### src/rtl/dmem_arbiter_pkg.sv
// Shared types and defaults for the data-memory arbiter.
// Optional statistics counters are enabled with DMEM_ARB_STATS_EN.
package dmem_arbiter_pkg;

  typedef enum logic {
    ARB_CORE_PRI   = 1'b0,
    ARB_LOADER_PRI = 1'b1
  } arb_state_e;

  localparam int unsigned DMEM_ADDR_W = 32;
  localparam int unsigned DMEM_DATA_W = 32;
  localparam int unsigned STAT_W      = 16;

  function automatic logic [STAT_W-1:0] sat_inc(input logic [STAT_W-1:0] v);
    return (v == '1) ? v : v + 1'b1;
  endfunction

endpackage

### src/rtl/dmem_rsp_reg.sv
// Per-port read response: captures RAM read data on a granted read and
// raises rvalid for the following cycle.
module dmem_rsp_reg #(
  parameter int unsigned DATA_W = 32
) (
  input  logic              i_clk,
  input  logic              i_rst,
  input  logic              i_capture,
  input  logic [DATA_W-1:0] i_rdata,
  output logic              o_rvalid,
  output logic [DATA_W-1:0] o_rdata
);

  logic              r_rvalid;
  logic [DATA_W-1:0] r_rdata;

  always_ff @(posedge i_clk) begin
    if (i_rst) begin
      r_rvalid <= 1'b0;
      r_rdata  <= '0;
    end else begin
      r_rvalid <= i_capture;
      if (i_capture) r_rdata <= i_rdata;
    end
  end

  // A response pending when reset arrives is hidden in the reset cycle itself.
  assign o_rvalid = r_rvalid & ~i_rst;
  assign o_rdata  = r_rdata;

endmodule

### src/rtl/dmem_arbiter.sv
// Two-port (core / loader) arbiter for a single-port data RAM with loader
// anti-starvation. Define DMEM_ARB_STATS_EN to add grant/conflict counters.
module dmem_arbiter
  import dmem_arbiter_pkg::*;
#(
  parameter int unsigned ADDR_W   = DMEM_ADDR_W,
  parameter int unsigned DATA_W   = DMEM_DATA_W,
  parameter int unsigned MAX_WAIT = 3
) (
  input  logic              clk,
  input  logic              rst,
  input  logic              c_req,
  input  logic              c_we,
  input  logic [ADDR_W-1:0] c_addr,
  input  logic [DATA_W-1:0] c_wdata,
  output logic              c_gnt,
  output logic              c_rvalid,
  output logic [DATA_W-1:0] c_rdata,
  input  logic              l_req,
  input  logic              l_we,
  input  logic [ADDR_W-1:0] l_addr,
  input  logic [DATA_W-1:0] l_wdata,
  output logic              l_gnt,
  output logic              l_rvalid,
  output logic [DATA_W-1:0] l_rdata,
  output logic              m_read,
  output logic              m_write,
  output logic [ADDR_W-1:0] m_addr,
  output logic [DATA_W-1:0] m_wdata,
  input  logic [DATA_W-1:0] m_rdata
`ifdef DMEM_ARB_STATS_EN
  ,
  output logic [STAT_W-1:0] stat_c_gnt,
  output logic [STAT_W-1:0] stat_l_gnt,
  output logic [STAT_W-1:0] stat_conflict
`endif
);

  localparam logic [3:0] WAIT_MAX = 4'(MAX_WAIT);

  arb_state_e r_state;
  logic [3:0] r_wait_cnt;
  logic [3:0] w_wait_nxt;
  logic       w_c_gnt;
  logic       w_l_gnt;

  assign w_c_gnt = ~rst & c_req & (~l_req | (r_state == ARB_CORE_PRI));
  assign w_l_gnt = ~rst & l_req & (~c_req | (r_state == ARB_LOADER_PRI));
  assign c_gnt   = w_c_gnt;
  assign l_gnt   = w_l_gnt;

  always_comb begin
    w_wait_nxt = r_wait_cnt;
    if (w_l_gnt)
      w_wait_nxt = '0;
    else if (l_req && (r_wait_cnt != WAIT_MAX))
      w_wait_nxt = r_wait_cnt + 4'd1;
  end

  // Loader priority is granted once the stall count saturates and is spent
  // on exactly one loader grant.
  always_ff @(posedge clk) begin
    if (rst) begin
      r_state    <= ARB_CORE_PRI;
      r_wait_cnt <= '0;
    end else begin
      r_wait_cnt <= w_wait_nxt;
      case (r_state)
        ARB_CORE_PRI:   if (w_wait_nxt == WAIT_MAX) r_state <= ARB_LOADER_PRI;
        ARB_LOADER_PRI: if (w_l_gnt) r_state <= ARB_CORE_PRI;
        default:        r_state <= ARB_CORE_PRI;
      endcase
    end
  end

  always_comb begin
    m_read  = 1'b0;
    m_write = 1'b0;
    m_addr  = '0;
    m_wdata = '0;
    if (w_c_gnt) begin
      m_read  = ~c_we;
      m_write = c_we;
      m_addr  = c_addr;
      m_wdata = c_wdata;
    end else if (w_l_gnt) begin
      m_read  = ~l_we;
      m_write = l_we;
      m_addr  = l_addr;
      m_wdata = l_wdata;
    end
  end

  dmem_rsp_reg #(.DATA_W(DATA_W)) u_c_rsp (
    .i_clk     (clk),
    .i_rst     (rst),
    .i_capture (w_c_gnt & ~c_we),
    .i_rdata   (m_rdata),
    .o_rvalid  (c_rvalid),
    .o_rdata   (c_rdata)
  );

  dmem_rsp_reg #(.DATA_W(DATA_W)) u_l_rsp (
    .i_clk     (clk),
    .i_rst     (rst),
    .i_capture (w_l_gnt & ~l_we),
    .i_rdata   (m_rdata),
    .o_rvalid  (l_rvalid),
    .o_rdata   (l_rdata)
  );

`ifdef DMEM_ARB_STATS_EN
  logic [STAT_W-1:0] r_stat_c;
  logic [STAT_W-1:0] r_stat_l;
  logic [STAT_W-1:0] r_stat_x;

  always_ff @(posedge clk) begin
    if (rst) begin
      r_stat_c <= '0;
      r_stat_l <= '0;
      r_stat_x <= '0;
    end else begin
      if (w_c_gnt) r_stat_c <= sat_inc(r_stat_c);
      if (w_l_gnt) r_stat_l <= sat_inc(r_stat_l);
      if (c_req && l_req) r_stat_x <= sat_inc(r_stat_x);
    end
  end

  assign stat_c_gnt    = r_stat_c;
  assign stat_l_gnt    = r_stat_l;
  assign stat_conflict = r_stat_x;
`endif

endmodule

### config.mk
export PLATFORM = sky130hd
export DESIGN_NAME = dmem_arbiter
export DESIGN_NICKNAME = d
export VERILOG_FILES = /design/src/rtl/dmem_arbiter_pkg.sv /design/src/rtl/dmem_rsp_reg.sv /design/src/rtl/dmem_arbiter.sv
export SDC_FILE = /design/constraint.sdc
export NUM_CORES = 1
export LEC_CHECK = 0
export CAP_MARGIN = 20
export CORE_AREA = 2 2 118 120
export DETAILED_ROUTE_END_ITERATION = 16
export DIE_AREA = 0 0 120 122
export PLACE_DENSITY_LB_ADDON = 0.08
export SYNTH_ARGS = -nofsm -noshare
export SYNTH_HDL_FRONTEND = slang
export SYNTH_SLANG_ARGS = --single-unit
### constraint.sdc
create_clock -name clk -period 4.1 [get_ports clk]
set_input_delay 0.82 -clock clk [delete_from_list [all_inputs] [get_ports clk]]
set_output_delay 0.82 -clock clk [all_outputs]
set_load 0.03 [all_outputs]
==> out/results.txt, run 1 <==
M1 GR Usage = 32.4%
Setup TNS = 0 ps
Hold_buf cts = 0
Final worst setup slack = 470 ps
Final setup fails = 0
Number of global-route vias before repair = 4472
Top-area cell type share of the netlist area = 38.4%
Core area = 13500 um^2
CP cell instances = clkdlybuf4s50_1 > and2_4 > nor2_4 > buf_4 > a22o_1 > buf_12
Via density = 5.25
Slew headroom = 29.5%
Xor/xnor share of the synthesized area = 0.473%
Vias = 4624
Post-synth EDFFs = 0
Crit-path max cell delay = 610 ps
Number of CTS-inserted buffers = 9
Top FF cell, synth = dfxtp_1
Outcome = finished, final reports clean
H-tree Lvls = 3
GRT Total Usage = 24.4%
Synth Area in Compound Gates = 40.1%
Count of final hold-check violations = 0
Count of max-cap constraint violations = 0
Port Buf Inserts = 299
M2 GR Usage = 38.6%
Drt wl/cell = 21.6 um
Worst slack, placed = 520 ps
Peak VDD IR = 0.000246 V
Slew @ Worst Pin = 1060 ps
Crit end category = output port
Leakage = 2.79 nW
Top cells by count, synth = 71 x dfxtp_1, 65 x a22o_1, 36 x inv_1
RSZ-0062 raised after global routing = false
First-pass GRT wire length = 27300 um
Filler instances = 1256
Slowest cell on the critical path = clkdlybuf4s50_1
Critical path buffer and inverter count = 3
Area contributors post-synth = dfxtp_1 38%, a22o_1 15%, o311ai_0 7.6%
CTS tree = yes
PwrDens = 314 nW/um^2
Startpoint types = input pin
Hold WC Path Type = reg2reg
Antenna cells = 0
Synthesized area = 3700 um^2
Net count after synthesis = 593
Synth warnings = 0
GRT busiest layer = met2
Die height = 122 um
Largest net degree at the start of global routing = 67
# DRC = 0
IO Pins = 300
Clk Latency, worst-skew pair = 320 ps
CTS sink count = 71
Synth Area in Adders = 0.338%
Pre-Repair DR Iteration Count = 4
DP HPWL = 14100 um
Clk slew on worst S/H paths = 60 ps
GP Congestion = 0.785
Yosys reg bits = 71
Die width = 120 um
Die Area = 14600 um^2
Layout cells sized above 1 = 15.1%
Maximum root-to-sink buffer count = 2
CP top delay family = buffers and inverters
Initial antenna violation count = 1
Main combinational cell family by area after synthesis = compound AO/OA/AOI/OAI gates
Initial drt markers = 283
Sequential area share after synthesis = 38.4%
Fmax = 276 MHz
Leading area contributor after synthesis = dfxtp_1
Post-route ant nets = 0
Kind of critical path = in2out
Simple-Gate Fraction of Synth Area = 10.4%
Period minus WS final = 3630 ps
Fin Clk Skew = 4.59 ps
Drt total wl = 19000 um
Post-CTS Setup Repair Bufs = 0
Final period util = 88.5%
FFs w/ async S/R, synth = 0%
Crit path DAT = 2810 ps
Final net count = 862
CP required = 3280 ps
Most frequent cell after synthesis = dfxtp_1
Peak fanout along the critical path = 44
Final Max Tran Viols = 0
Post_cts resized = 0
Clock root cell = clkbuf_16
Synthesis-to-layout area growth = 94.2%
Distinct cells, synth = 38
Overflow after GRT = 0
GR Util met3 = 6.13%
Cells after Synth = 426
Post-synthesis mux area share = 0%
Starting Density = 27.4%
Syn avg cell area = 8.70 um^2
Cell Rows = 43
## path summary, 6_finish.rpt
path / startpoint / endpoint / slack (ps) / depth (start not counted)
setup / recovery: l_req / m_wdata[6] / 470 / 6
hold / removal: u_c_rsp.o_rdata[2] / u_c_rsp.o_rdata[2] / 470 / 2
setup reg to reg: r_wait_cnt[0] / r_state / 2470 / 4
hold reg to reg: u_c_rsp.o_rdata[2] / u_c_rsp.o_rdata[2] / 470 / 2
## flip-flops by register name, summed over array words and instances (netlist names)
name and cells:
u_c_rsp.r_rvalid 1, u_l_rsp.r_rvalid 1, r_wait_cnt 4, r_state 1, u_l_rsp.o_rdata 32, u_c_rsp.o_rdata 32
## per-stage QoR
step / cells / hold WS [ps] / cell area (um^2) / power, mW / utilization, %
2_1_floorplan: 426 / 491 / 3700 / 1.01 / -
3_3_place_gp: 864 / 455 / 6850 / 1.37 / 50.7
3_5_place_dp: 864 / 459 / 6850 / 1.37 / 50.7
4_1_cts: 880 / 468 / 7190 / 2.28 / 53.3
5_1_grt: 880 / 495 / 7190 / 2.33 / 53.3
6_report: 880 / 468 / 7190 / 2.26 / 53.3
## power breakdown
group / internal [mW] / switching, mW / leakage [nW]
clock network: 0.596 / 0.308 / 0.166
registers: 0.714 / 0.0138 / 0.577
logic: 0.311 / 0.317 / 2.04
total: 1.62 / 0.639 / 2.79
## tightest hold or removal path: cells and delay by family (launching register included)
kind               cells  cell delay [ps]
AOI/OAI and AO/OA      2              120
DFF                    1              310
## final cells by class
| type | instances | area [um^2] | share of cell area (%) |
|---|---|---|---|
| clock buffers | 9 | 225 | 3.13 |
| clock inverters | 7 | 120 | 1.67 |
| inverters | 37 | 139 | 1.93 |
| multi-input cells | 263 | 1920 | 26.7 |
| flip-flops and latches | 71 | 1420 | 19.8 |
| well taps | 180 | 225 | 3.13 |
| repair buffers | 313 | 3150 | 43.7 |
## cell families after synthesis
logic type | count (synthesis)
flops | 71
xor+xnor | 2
compound gates | 204
fa+ha+maj | 1
buf+inv | 92
simple gates | 56
## layer usage
layer	part of all wire (%)	routed length, um
met5	0.068	13
met4	2.6	485
met3	7.2	1360
met2	47	8940
met1	43	8200
## cell usage in the layout, fill, tap and decap left out, types with 2 or more instances in the layout
cell type	Yosys	final
clkdlybuf4s50_1	0	230
dfxtp_1	71	71
a22o_1	65	65
buf_4	0	63
inv_1	36	36
a21oi_1	35	35
o311ai_0	32	32
or4_1	31	31
o31ai_1	31	31
o21ai_0	31	31
buf_12	0	18
clkbuf_16	0	9
o21ai_1	4	4
nor2b_1	4	3
nand3_1	3	3
nand2_1	3	3
bufinv_16	0	3
nand2b_1	3	2
xor2_1	2	2
buf_2	17	2
No activity file was read; power rests on OpenSTA's default activity.
==> inputs of run 2 (changes only) <==
- clock period: 4.1 -> 2.9 ns (I/O delays scaled with it)
==> run 2 against run 1 <==
Clock skew fell by 0.74 ps. Critical path type unchanged. Critical path depth unchanged. Highest routed layer is now met4. Largest power group unchanged. Via count is essentially flat. Critical endpoint is now m_addr[18]. Combinational power is 42% higher. Non-clock buffer count rose by 4. Register-to-register slack worse by 1200 ps.
==> out/results.txt, run 2 (synthesis gave the netlist of run 1 again) <==
Slew headroom = 69.0% (+40 points)
Worst hold slack = 476 ps (+7.66 ps)
Crit path DAT = 2200 ps (-610 ps)
Final period util = 95.8%
GP Congestion = 0.809 (+3.1%)
CTS sink count = 71 (unchanged)
Period minus WS final = 2780 ps
Final net count = 866 (+0.46%)
Setup TNS = 0 ps (unchanged)
Crit-path max cell delay = 530 ps (-80 ps)
Core area = 13500 um^2 (unchanged)
Initial antenna violation count = 2 (+1)
Count of final hold-check violations = 0 (unchanged)
Pwr Total = 3.17 mW (+40%)
Post-route ant nets = 0 (unchanged)
Clk Latency, worst-skew pair = 330 ps (about the same)
Reg2Reg Depth = 4 (unchanged)
CP top delay family = buffers and inverters
Largest net degree at the start of global routing = 66 (-1.5%)
Clock root cell = clkbuf_16
RSZ-0062 raised after global routing = false
Hold WC Path Type = reg2reg
Port Buf Inserts = 299 (unchanged)
Vias = 4627 (+0.065%)
Count of max-cap constraint violations = 0 (unchanged)
PwrDens = 438 nW/um^2 (+39%)
Overflow after GRT = 0 (unchanged)
CTS tree = yes
Slowest cell on the critical path = clkdlybuf4s50_1
Post-CTS Setup Repair Bufs = 0 (unchanged)
Starting Density = 27.4% (unchanged)
CP required = 2320 ps (-960 ps)
Crit end category = output port
Most common cell after layout, fill and taps aside = clkdlybuf4s50_1
Hold_buf cts = 0 (unchanged)
Maximum root-to-sink buffer count = 2 (unchanged)
H-tree Lvls = 3 (unchanged)
Synthesis-to-layout area growth = 95.8%
Cell Rows = 43 (unchanged)
Die width = 120 um (unchanged)
Critical path buffer and inverter count = 4 (+1)
Post_cts resized = 0 (unchanged)
Clk slew on worst S/H paths = 60 ps (about the same)
# DRC = 0 (unchanged)
Startpoint types = input pin
First-pass GRT wire length = 25800 um (-5.5%)
Peak VDD IR = 0.000307 V (+25%)
DP HPWL = 13300 um (-5.6%)
CP cell instances = clkdlybuf4s50_1 > clkinv_1 > nor3_4 > buf_4 > a22o_1 > buf_12
Number of global-route vias before repair = 4366 (-2.4%)
Final setup fails = 0 (unchanged)
Drt wl/cell = 20.2 um (-6.6%)
Most frequent cells in the layout = 229 x clkdlybuf4s50_1, 71 x dfxtp_1, 65 x a22o_1, 65 x buf_4, 36 x inv_1
Peak fanout along the critical path = 29 (-34%)
IO Pins = 300 (unchanged)
Outcome = finished, final reports clean
Kind of critical path = in2out
Crit path depth = 6 (unchanged)
Fmax = 360 MHz
Die height = 122 um (unchanged)
Hold Path Depth = 2 (unchanged)
Leakage = 2.81 nW (+0.95%)
Layout cells sized above 1 = 15.6% (+0.50 points)
Die Area = 14600 um^2 (unchanged)
Initial drt markers = 246 (-13%)
Number of CTS-inserted buffers = 9 (unchanged)
Fin Clk Skew = 3.85 ps (-0.735 ps)
Final Max Tran Viols = 0 (unchanged)
Slew @ Worst Pin = 460 ps (-597 ps)
Drt total wl = 17800 um (-6.1%)
Final design utilization = 53.7% (+0.44 points)
Pre-Repair DR Iteration Count = 6 (+2)
Via density = 5.23 (-0.50%)
GRT Total Usage = 23.0% (-1.4 points)
run 2: changes by cell type in the layout (fill, tap and decap cells not counted), sizes merged:
cell           before  now
buf                83   88
clkdlybuf4s50     230  229
clkinv              3    2
clkinvlp            1    2
diode               0    2
inv                37   36
run 2: stage by stage:
stage	instances	setup WS [ps]	area, um^2
after global routing	885	19.5	7250
final	885	121	7250
after detailed placement	868	112	6910
after floorplan	426	436	3700
after CTS	883	103	7250
after global placement	868	180	6910
run 2: power breakdown:
group,internal (mW),switching [mW]
sequential,1.01,0.0201
clock,0.833,0.422
combinational,0.448,0.441
run 2: final timing paths:
path / from / end / slack, ps
worst max-delay path: l_req / m_addr[18] / 120
worst min-delay path: u_c_rsp.o_rdata[4] / u_c_rsp.o_rdata[4] / 480
worst max register to register: r_wait_cnt[0] / r_state / 1320
worst min register to register: u_c_rsp.o_rdata[4] / u_c_rsp.o_rdata[4] / 480
run 2: worst min-delay path: cells and delay by family, from the launching register on:
kind	cells	cell delay, ps
flip-flops	1	310
AO/OA/AOI/OAI	2	120
run 2: cell type report:
type                       instances  area (um^2)
fill                            1221         6250
timing repair buffer             317         3210
multi-input combinational        263         1920
sequential                        71         1420
clock buffer                       9          225
tap                              180          225
inverter                          37          139
clock inverter                     6          110
antenna                            2         5.00
run 2: layer usage:
| layer | GRT usage, % | share of wire, % | vias up |
|---|---|---|---|
| li1 | - | - | 2204 |
| met1 | 28.9 | 41 | 2197 |
| met2 | 38.6 | 49 | 211 |
| met3 | 6.88 | 8.3 | 15 |
| met4 | 6.03 | 1.4 | 0 |
| met5 | 0 | 0 | - |
